`src/rtl/bus_mem_io_if.sv`:
```
// Core/host-facing bus of the memory and console responder.
// The slave modport belongs to bus_mem_io; the master modport belongs to whoever drives it.
interface bus_mem_io_if;
  logic [7:0] addr;
  logic [7:0] wdata;
  logic       we;
  logic [7:0] rdata;
  logic [7:0] tx_data;
  logic       tx_valid;
  logic       tx_ready;
  logic [7:0] rx_data;
  logic       rx_valid;
  logic       rx_ready;

  modport slave (
    input  addr, wdata, we, tx_ready, rx_data, rx_valid,
    output rdata, tx_data, tx_valid, rx_ready
  );

  modport master (
    output addr, wdata, we, tx_ready, rx_data, rx_valid,
    input  rdata, tx_data, tx_valid, rx_ready
  );
endinterface

```
`src/rtl/bus_mem_io.sv`:
```
// Memory-bus responder: byte RAM below IO_BASE, plus a console made of
// a TX FIFO (core to host), an RX FIFO (host to core) and a status register.
module bus_mem_io #(
  parameter logic [7:0]  IO_BASE    = 8'hF0,
  parameter int unsigned FIFO_DEPTH = 4
) (
  input logic         clk,
  input logic         rst,
  bus_mem_io_if.slave bus
);

  localparam int unsigned PW = $clog2(FIFO_DEPTH) + 1;
  localparam int unsigned IW = PW - 1;
  localparam logic [7:0]  AddrTx   = IO_BASE;
  localparam logic [7:0]  AddrRx   = IO_BASE + 8'd1;
  localparam logic [7:0]  AddrStat = IO_BASE + 8'd2;

  logic [7:0] ram_q [256];
  logic [7:0] tx_mem_q [FIFO_DEPTH];
  logic [7:0] rx_mem_q [FIFO_DEPTH];

  logic [PW-1:0] tx_wp_q, tx_wp_d, tx_rp_q, tx_rp_d;
  logic [PW-1:0] rx_wp_q, rx_wp_d, rx_rp_q, rx_rp_d;
  logic          tx_full, tx_empty, tx_push, tx_pop, tx_ovf_q, tx_ovf_d;
  logic          rx_full, rx_empty, rx_push, rx_pop;

  logic [7:0] addr_q;
  logic       we_q, seen_q;
  logic       entry;
  logic [7:0] rdata_q, rdata_d;

  // Side effects fire only when (addr, we) changes, so held strobes act once.
  assign entry = !seen_q || (bus.addr != addr_q) || (bus.we != we_q);

  assign tx_empty = (tx_wp_q == tx_rp_q);
  assign tx_full  = (tx_wp_q[PW-1] != tx_rp_q[PW-1]) && (tx_wp_q[IW-1:0] == tx_rp_q[IW-1:0]);
  assign rx_empty = (rx_wp_q == rx_rp_q);
  assign rx_full  = (rx_wp_q[PW-1] != rx_rp_q[PW-1]) && (rx_wp_q[IW-1:0] == rx_rp_q[IW-1:0]);

  always_comb begin
    tx_push  = entry && bus.we && (bus.addr == AddrTx) && !tx_full;
    tx_ovf_d = tx_ovf_q || (entry && bus.we && (bus.addr == AddrTx) && tx_full);
    tx_pop   = !tx_empty && bus.tx_ready;
    rx_push  = bus.rx_valid && !rx_full;
    rx_pop   = entry && !bus.we && (bus.addr == AddrRx) && !rx_empty;
    tx_wp_d  = tx_wp_q + {{(PW-1){1'b0}}, tx_push};
    tx_rp_d  = tx_rp_q + {{(PW-1){1'b0}}, tx_pop};
    rx_wp_d  = rx_wp_q + {{(PW-1){1'b0}}, rx_push};
    rx_rp_d  = rx_rp_q + {{(PW-1){1'b0}}, rx_pop};
  end

  always_comb begin
    rdata_d = 8'h00;
    if (bus.addr < IO_BASE) begin
      rdata_d = ram_q[bus.addr];
    end else begin
      case (bus.addr)
        AddrRx: begin
          // A held RXDATA read keeps returning the byte it popped on entry.
          if (!bus.we) begin
            if (!entry)        rdata_d = rdata_q;
            else if (rx_empty) rdata_d = 8'h00;
            else               rdata_d = rx_mem_q[rx_rp_q[IW-1:0]];
          end
        end
        AddrStat: rdata_d = {5'b0, tx_ovf_q, tx_full, !rx_empty};
        default:  rdata_d = 8'h00;
      endcase
    end
  end

  always_ff @(posedge clk) begin
    if (rst) begin
      tx_wp_q  <= '0;
      tx_rp_q  <= '0;
      rx_wp_q  <= '0;
      rx_rp_q  <= '0;
      tx_ovf_q <= 1'b0;
      addr_q   <= 8'h00;
      we_q     <= 1'b0;
      seen_q   <= 1'b0;
      rdata_q  <= 8'h00;
    end else begin
      tx_wp_q  <= tx_wp_d;
      tx_rp_q  <= tx_rp_d;
      rx_wp_q  <= rx_wp_d;
      rx_rp_q  <= rx_rp_d;
      tx_ovf_q <= tx_ovf_d;
      addr_q   <= bus.addr;
      we_q     <= bus.we;
      seen_q   <= 1'b1;
      rdata_q  <= rdata_d;
    end
  end

  // Storage arrays carry no reset; the pointers define what is valid.
  always_ff @(posedge clk) begin
    if (bus.we && (bus.addr < IO_BASE)) ram_q[bus.addr] <= bus.wdata;
    if (!rst && tx_push) tx_mem_q[tx_wp_q[IW-1:0]] <= bus.wdata;
    if (!rst && rx_push) rx_mem_q[rx_wp_q[IW-1:0]] <= bus.rx_data;
  end

  assign bus.rdata    = rdata_q;
  assign bus.tx_data  = tx_mem_q[tx_rp_q[IW-1:0]];
  assign bus.tx_valid = !tx_empty;
  assign bus.rx_ready = !rx_full;

endmodule
```
`src/flat_wrapper.sv`:
```
// flat-port wrapper written by rule: the top's interface ports become plain ports
module bus_mem_io_flat 
#(
  parameter logic [7:0]  IO_BASE    = 8'hF0,
  parameter int unsigned FIFO_DEPTH = 4
)
  (clk, rst, bus_addr, bus_wdata, bus_we, bus_tx_ready, bus_rx_data, bus_rx_valid, bus_rdata, bus_tx_data, bus_tx_valid, bus_rx_ready);
  bus_mem_io_if bus_i ();
  input logic clk;
  input logic rst;
  input wire logic [$bits(bus_i.addr)-1:0] bus_addr;
  input wire logic [$bits(bus_i.wdata)-1:0] bus_wdata;
  input wire logic [$bits(bus_i.we)-1:0] bus_we;
  input wire logic [$bits(bus_i.tx_ready)-1:0] bus_tx_ready;
  input wire logic [$bits(bus_i.rx_data)-1:0] bus_rx_data;
  input wire logic [$bits(bus_i.rx_valid)-1:0] bus_rx_valid;
  output wire logic [$bits(bus_i.rdata)-1:0] bus_rdata;
  output wire logic [$bits(bus_i.tx_data)-1:0] bus_tx_data;
  output wire logic [$bits(bus_i.tx_valid)-1:0] bus_tx_valid;
  output wire logic [$bits(bus_i.rx_ready)-1:0] bus_rx_ready;
  assign bus_i.addr = bus_addr;
  assign bus_i.wdata = bus_wdata;
  assign bus_i.we = bus_we;
  assign bus_i.tx_ready = bus_tx_ready;
  assign bus_i.rx_data = bus_rx_data;
  assign bus_i.rx_valid = bus_rx_valid;
  assign bus_rdata = bus_i.rdata;
  assign bus_tx_data = bus_i.tx_data;
  assign bus_tx_valid = bus_i.tx_valid;
  assign bus_rx_ready = bus_i.rx_ready;
  bus_mem_io #(.IO_BASE(IO_BASE), .FIFO_DEPTH(FIFO_DEPTH)) u_core (.clk(clk), .rst(rst), .bus(bus_i));
endmodule
```
`config.mk`:
```
export PLATFORM = sky130hd
export DESIGN_NAME = bus_mem_io_flat
export DESIGN_NICKNAME = d
export VERILOG_FILES = /design/src/rtl/bus_mem_io_if.sv /design/src/rtl/bus_mem_io.sv /design/src/flat_wrapper.sv
export SDC_FILE = /design/constraint.sdc
export NUM_CORES = 2
export LEC_CHECK = 0
export ABC_AREA = 1
export CAP_MARGIN = 30
export CELL_PAD_IN_SITES_DETAIL_PLACEMENT = 1
export CELL_PAD_IN_SITES_GLOBAL_PLACEMENT = 2
export CORE_ASPECT_RATIO = 0.7
export CORE_UTILIZATION = 46
export DETAILED_ROUTE_END_ITERATION = 12
export GPL_ROUTABILITY_DRIVEN = 0
export PLACE_DENSITY_LB_ADDON = 0.1
export SLEW_MARGIN = 40
export SYNTH_ARGS = -nofsm -noshare
export SYNTH_HDL_FRONTEND = slang
export SYNTH_SLANG_ARGS = --single-unit
```
`constraint.sdc`:
```
create_clock -name clk -period 5 [get_ports clk]
set_clock_uncertainty 0.2 [all_clocks]
set_input_delay 0.75 -clock clk [delete_from_list [all_inputs] [get_ports clk]]
set_output_delay 0.75 -clock clk [all_outputs]
set_load 0.05 [all_outputs]
```
Word level (Yosys, flattened, before mapping)
Memory sizes are Yosys's and may differ from the RTL's. A register that Yosys moved wholly into a read port is not among the register bits. Index checks and enable logic that the tools add are counted.

Eq/ne operators: 12. $lt $le $gt $ge: 1. Add/subtract/negate cells: 4. Reductions and logical operators: 24. Multiplexer cells: 14.

Operators with widths (number): $mux W8 (4); $eq A8 B8 Y1 const B (3); $pmux W8 S2 (1); $logic_and A1 B1 Y1 (14); $add A3 B1 Y3 (4); $lt A8 B8 Y1 const B (1); $ne A8 B8 Y1 (1); $logic_not A1 Y1 (7); $mux W1 (7); $eq A3 B3 Y1 (2); $eq A2 B2 Y1 (2); $mux W2 (2); $ne A4 B3 Y1 const B (1); $logic_or A1 B1 Y1 (3); $ne A1 B1 Y1 (3).

Output and inout bits: 18. Word-level logic and storage cells: 67. Input bits: 29. Memories kept: 3. Flip-flop bits (word level): 31. Memory bits (writable): 2112.

Memory list: u_core.ram_q (words 256, width 8, rd ports 1, clocked after memory_dff 0, wr ports 1, line bus_mem_io.sv:18) `logic [7:0] ram_q [256];`; u_core.rx_mem_q (words 4, width 8, rd ports 1, clocked after memory_dff 1, wr ports 1, line bus_mem_io.sv:20) `logic [7:0] rx_mem_q [FIFO_DEPTH];`; u_core.tx_mem_q (words 4, width 8, rd ports 1, clocked after memory_dff 1, wr ports 1, line bus_mem_io.sv:19) `logic [7:0] tx_mem_q [FIFO_DEPTH];`.

Depth between registers and ports, before layout
Depth in word-level cells: 9. Gate-level depth with buffers: 19. Mapped depth without buffers: 15.

Worst setup path after synthesis
OpenSTA, ideal clock, no wires.

Kind: input -> register. Start: in bus_addr[0]. End: mem u_core.tx_mem_q[0][0] (enable). Stages on the path: 12. Setup time: 0.383 ns. Arrival time: 2.567 ns. Slack: 1.850 ns. Buffers on the path: 3. Data required time: 4.417 ns. Cells stage by stage: buf_4 > inv_4 > buf_6 > buf_6 > or2_2 > nand4_1 > a211oi_2 > nand2_2 > nand2_1 > nor2_1 > nand2_1 > nor3_1.

Word-level cells in the longest chain between the ends: 9. Elaborated cells on any way between the ends: 10. Those cells by class: eq/ne: 2; mux: 2; reduce/logical: 6.

Ends and longest elaborated chain: from (decl) (line flat_wrapper.sv:11) `input wire logic [$bits(bus_i.addr)-1:0] bus_addr;`; $ne A8 B8 Y1 (line bus_mem_io.sv:33) `assign entry = !seen_q || (bus.addr != addr_q) || (bus.we != we_q);`; $logic_or A1 B1 Y1 (2 in series) (line bus_mem_io.sv:33); $logic_and A1 B1 Y1 (line bus_mem_io.sv:41) `tx_push = entry && bus.we && (bus.addr == AddrTx) && !tx_full;`; $logic_and A1 B1 Y1 (*) (2 in series) (line bus_mem_io.sv:41); $logic_and A1 B1 Y1 (*) (line bus_mem_io.sv:99) `if (!rst && tx_push) tx_mem_q[tx_wp_q[IW-1:0]] <= bus.wdata;`; $mux W1 (*) (line bus_mem_io.sv:99); $mux W1 (not written as such) (*) (line bus_mem_io.sv:99); to (decl) (line bus_mem_io.sv:19).

Mark *: on every way between the ends. The rest lies on a longest branch, timed or not.

Final worst setup path
Start: reg u_core.rx_rp_q[0]. End: out bus_rx_ready.

Word-level cells in the longest chain between the ends: 3.

Ends and longest elaborated chain: from (decl) (line bus_mem_io.sv:23) `logic [PW-1:0] rx_wp_q, rx_wp_d, rx_rp_q, rx_rp_d;`; from (signal assigned) (line bus_mem_io.sv:87) `rx_rp_q <= rx_rp_d;`; $eq A2 B2 Y1 (line bus_mem_io.sv:38) `assign rx_full = (rx_wp_q[PW-1] != rx_rp_q[PW-1]) && (rx_wp_q[IW-1:0] == rx_rp_q[IW-1:0]);`; $logic_and A1 B1 Y1 (line bus_mem_io.sv:38); $logic_not A1 Y1 (line bus_mem_io.sv:106) `assign bus.rx_ready = !rx_full;`; to (decl) (line flat_wrapper.sv:20) `output wire logic [$bits(bus_i.rx_ready)-1:0] bus_rx_ready;`.

No other way between the ends.

==> results.cfg <==
[timing]
maxSlewHeadroom_pct = 39.6
finalCritPeriodShare_pct = 84.5
fin_ws_ns = 0.777
hold_violations = 0
worst_pin_slew_ns = 0.906
fin_crit_ns = 4.22
rsz0062_at_grt = no
fmax_mhz = 237
final.setup.tns_ns = 0
slew_viol_final = 0
setup_violations = 0

[synthesis]
syn_avg_cell_area_sq_um = 10.5
seq_area_frac_synth_pct = 72.1
synth_area_sq_mm = 0.0888
synth-seq-cells = 2143
synth_cell_types = 37
synth_cells = 8433
synth_warnings = 0

[placed_design]
io_buffers = 46
post-dp-hpwl_mm = 166
post-place-ws_ns = 0.488
dp_cells = 10900

[clock_tree]
clk_pin_slew_ns = 0.06
numCtsBuffers = 214
cts_num_sinks = 2143
h-tree-depth = 4
root_buffer = clkbuf_16
cts_resized = 0
cts_buffer_depth = 4
clk_latency_ns = 0.87
cts_tree = built
holdBufCountCts = 0
cts_setup_buffers = 0

[routing]
ant_nets = 0
drt-initial-drc-count = 5844
avgViaCountPerCell = 5.42
drcViolationCount = 0
wl_per_cell_microns = 24.6
vias = 61000
wl_mm = 277
firstDrtPassIters = 5

[critical_path]
critPathLaunchType = flip-flop
rrSetupSlack_ns = 1.75
endpoint_kind = output pin
path_cells = inv_1, nand2_1, a21oi_1, nand2_1, clkdlybuf4s50_1
cp.arrival_ns = 3.27
critical_path_class = reg -> out
crit_fanout = 19
critPathSlowestCell = clkdlybuf4s50_1
critPathMostFrequentCell = nand2_1
r2r_cells = 9
r2r_start = u_core.rx_rp_q[0]$_SDFF_PP0_
max_stage_delay_ns = 0.81
startpoint = u_core.rx_rp_q[0]$_SDFF_PP0_
r2r-end = u_core.rx_mem_q[2][3]$_DFFE_PP_
required_ns = 4.05

[floorplanning]
io_pins = 47
coreArea_sq_mm = 0.191
fp.dieW_microns = 527
rows = 134
die_area_sq_mm = 0.195
start_util_pct = 46.5
die_h_microns = 370

[finish]
final_cell_mix = nand2_1, edfxtp_1, nor2_1, nand3_1, clkbuf_16
drive_above_1_share_pct = 6.67
layout.cells.non_filler = 11300
fill_cells = 20500
nets = 8617
final_common_cell = nand2_1
area_growth_pct = 12.5

[run_status]
outcome = complete, no violations

[global_routing]
globalRouteMet3Util_pct = 4.55
grt_max_degree = 161
met1_usage_pct = 43.1
met2_usage_pct = 42.9
grt_pass1_vias = 62200
grt_pass1_wl_mm = 411
busiest_layer = met1
gr-total-overflow = 0
grt_use_total_pct = 28.5
grt_antenna_before_repair = 12

[pwr]
power_mw = 38.0
power.leakage_nw = 39.5
vdd_drop_max_v = 0.000296
p_per_area_mw_per_mm2 = 380

[worst_hold_path]
hold_depth = 1
hold_start = bus_wdata[6]
hp-class = in -> reg
whs_endpoint = u_core.ram_q[179][6]$_DFFE_PP_

[flow_run]
max_cap_violations = 0
final cells by class:
cell class / count / area [sq um] / area share [%]
inverters: 43 / 190 / 0.190
clock inverters: 97 / 886 / 0.887
well taps: 2516 / 3150 / 3.15
multi-input cells: 5935 / 23300 / 23.3
clock buffers: 275 / 5630 / 5.64
diodes: 1 / 2.50 / 0.00251
repair buffers: 243 / 2680 / 2.68
flip-flops and latches: 2143 / 64000 / 64.1
per-stage QoR:
step           instance area (sq um)  hold WS, ns  util, %
5_1_grt                        99900       0.0425     52.3
6_report                       99900       0.0551     52.3
3_3_place_gp                   93000        0.242     48.6
2_1_floorplan                  89300        0.225        -
3_5_place_dp                   93100        0.249     48.7
4_1_cts                        99600       0.0930     52.1
state kept, by name, summed over array words and instances, names as in the netlist:
register          flops
u_core.addr_q         8
u_core.bus.rdata      8
u_core.ram_q       2048
u_core.rx_mem_q      32
u_core.rx_rp_q        3
u_core.rx_wp_q        3
u_core.seen_q         1
u_core.tx_mem_q      32
u_core.tx_ovf_q       1
u_core.tx_rp_q        3
u_core.tx_wp_q        3
u_core.we_q           1
cell families after synthesis:
| logic type | after synthesis | share of synthesized area (%) |
|---|---|---|
| flip-flops | 2143 | 72.1 |
| AND/OR/NAND/NOR | 5644 | 24.3 |
| AO/OA/AOI/OAI | 143 | 0.896 |
| other | 1 | 0.00422 |
| adder cells (fa/ha/maj) | 8 | 0.113 |
| XOR/XNOR | 12 | 0.118 |
| buffers and inverters | 482 | 2.45 |
synthesized netlist by cell type, drive strengths merged:
library cell / n / share of area, %
ha: 8 / 0.11
a211oi: 1 / 0.014
dfxtp: 31 / 0.70
o21ai: 70 / 0.39
nand2b: 1 / 0.0071
buf: 262 / 1.5
nor2: 628 / 2.7
xor2: 5 / 0.049
o31ai: 1 / 0.0085
a21oi: 53 / 0.30
clkbuf: 177 / 0.75
clkinv: 2 / 0.0085
edfxtp: 2112 / 71
o22ai: 12 / 0.085
a221oi: 5 / 0.085
nand2: 4750 / 20
xnor2: 7 / 0.069
nand3: 247 / 1.4
nor4: 1 / 0.0071
nor3: 10 / 0.069
nand4: 6 / 0.042
or2: 1 / 0.0071
a32o: 1 / 0.011
inv: 41 / 0.18
conb: 1 / 0.0042
routing by layer:
layer | share of wire [%] | vias up | wire (microns)
met4 | 2.3 | 0 | 6500
met2 | 44 | 1868 | 121000
met5 | 0 | - | 0
met1 | 47 | 31000 | 130000
li1 | - | 27900 | -
met3 | 7.0 | 337 | 19400
worst max-delay path: cells and delay by family (launching register included):
kind            cells  cell delay [ns]
buf+inv             2             1.28
flops               1             0.78
simple gates        2             0.26
compound gates      1             0.09
worst max-delay path by stage:
stage                                       end
2_1_floorplan   u_core.tx_mem_q[0][0]$_DFFE_PP_
3_3_place_gp   u_core.bus.rdata[6]$_SDFFE_PP0P_
3_5_place_dp   u_core.bus.rdata[6]$_SDFFE_PP0P_
4_1_cts                            bus_rx_ready
5_1_grt                            bus_rx_ready
6_report                           bus_rx_ready
power by group:
part	total (mW)	internal, mW	switching [mW]
Sequential	19.9	19.9	0.0528
Clock	15.6	8.73	6.87
Combinational	2.48	0.561	1.92
Note: power is estimated with default switching activity, not from simulation.
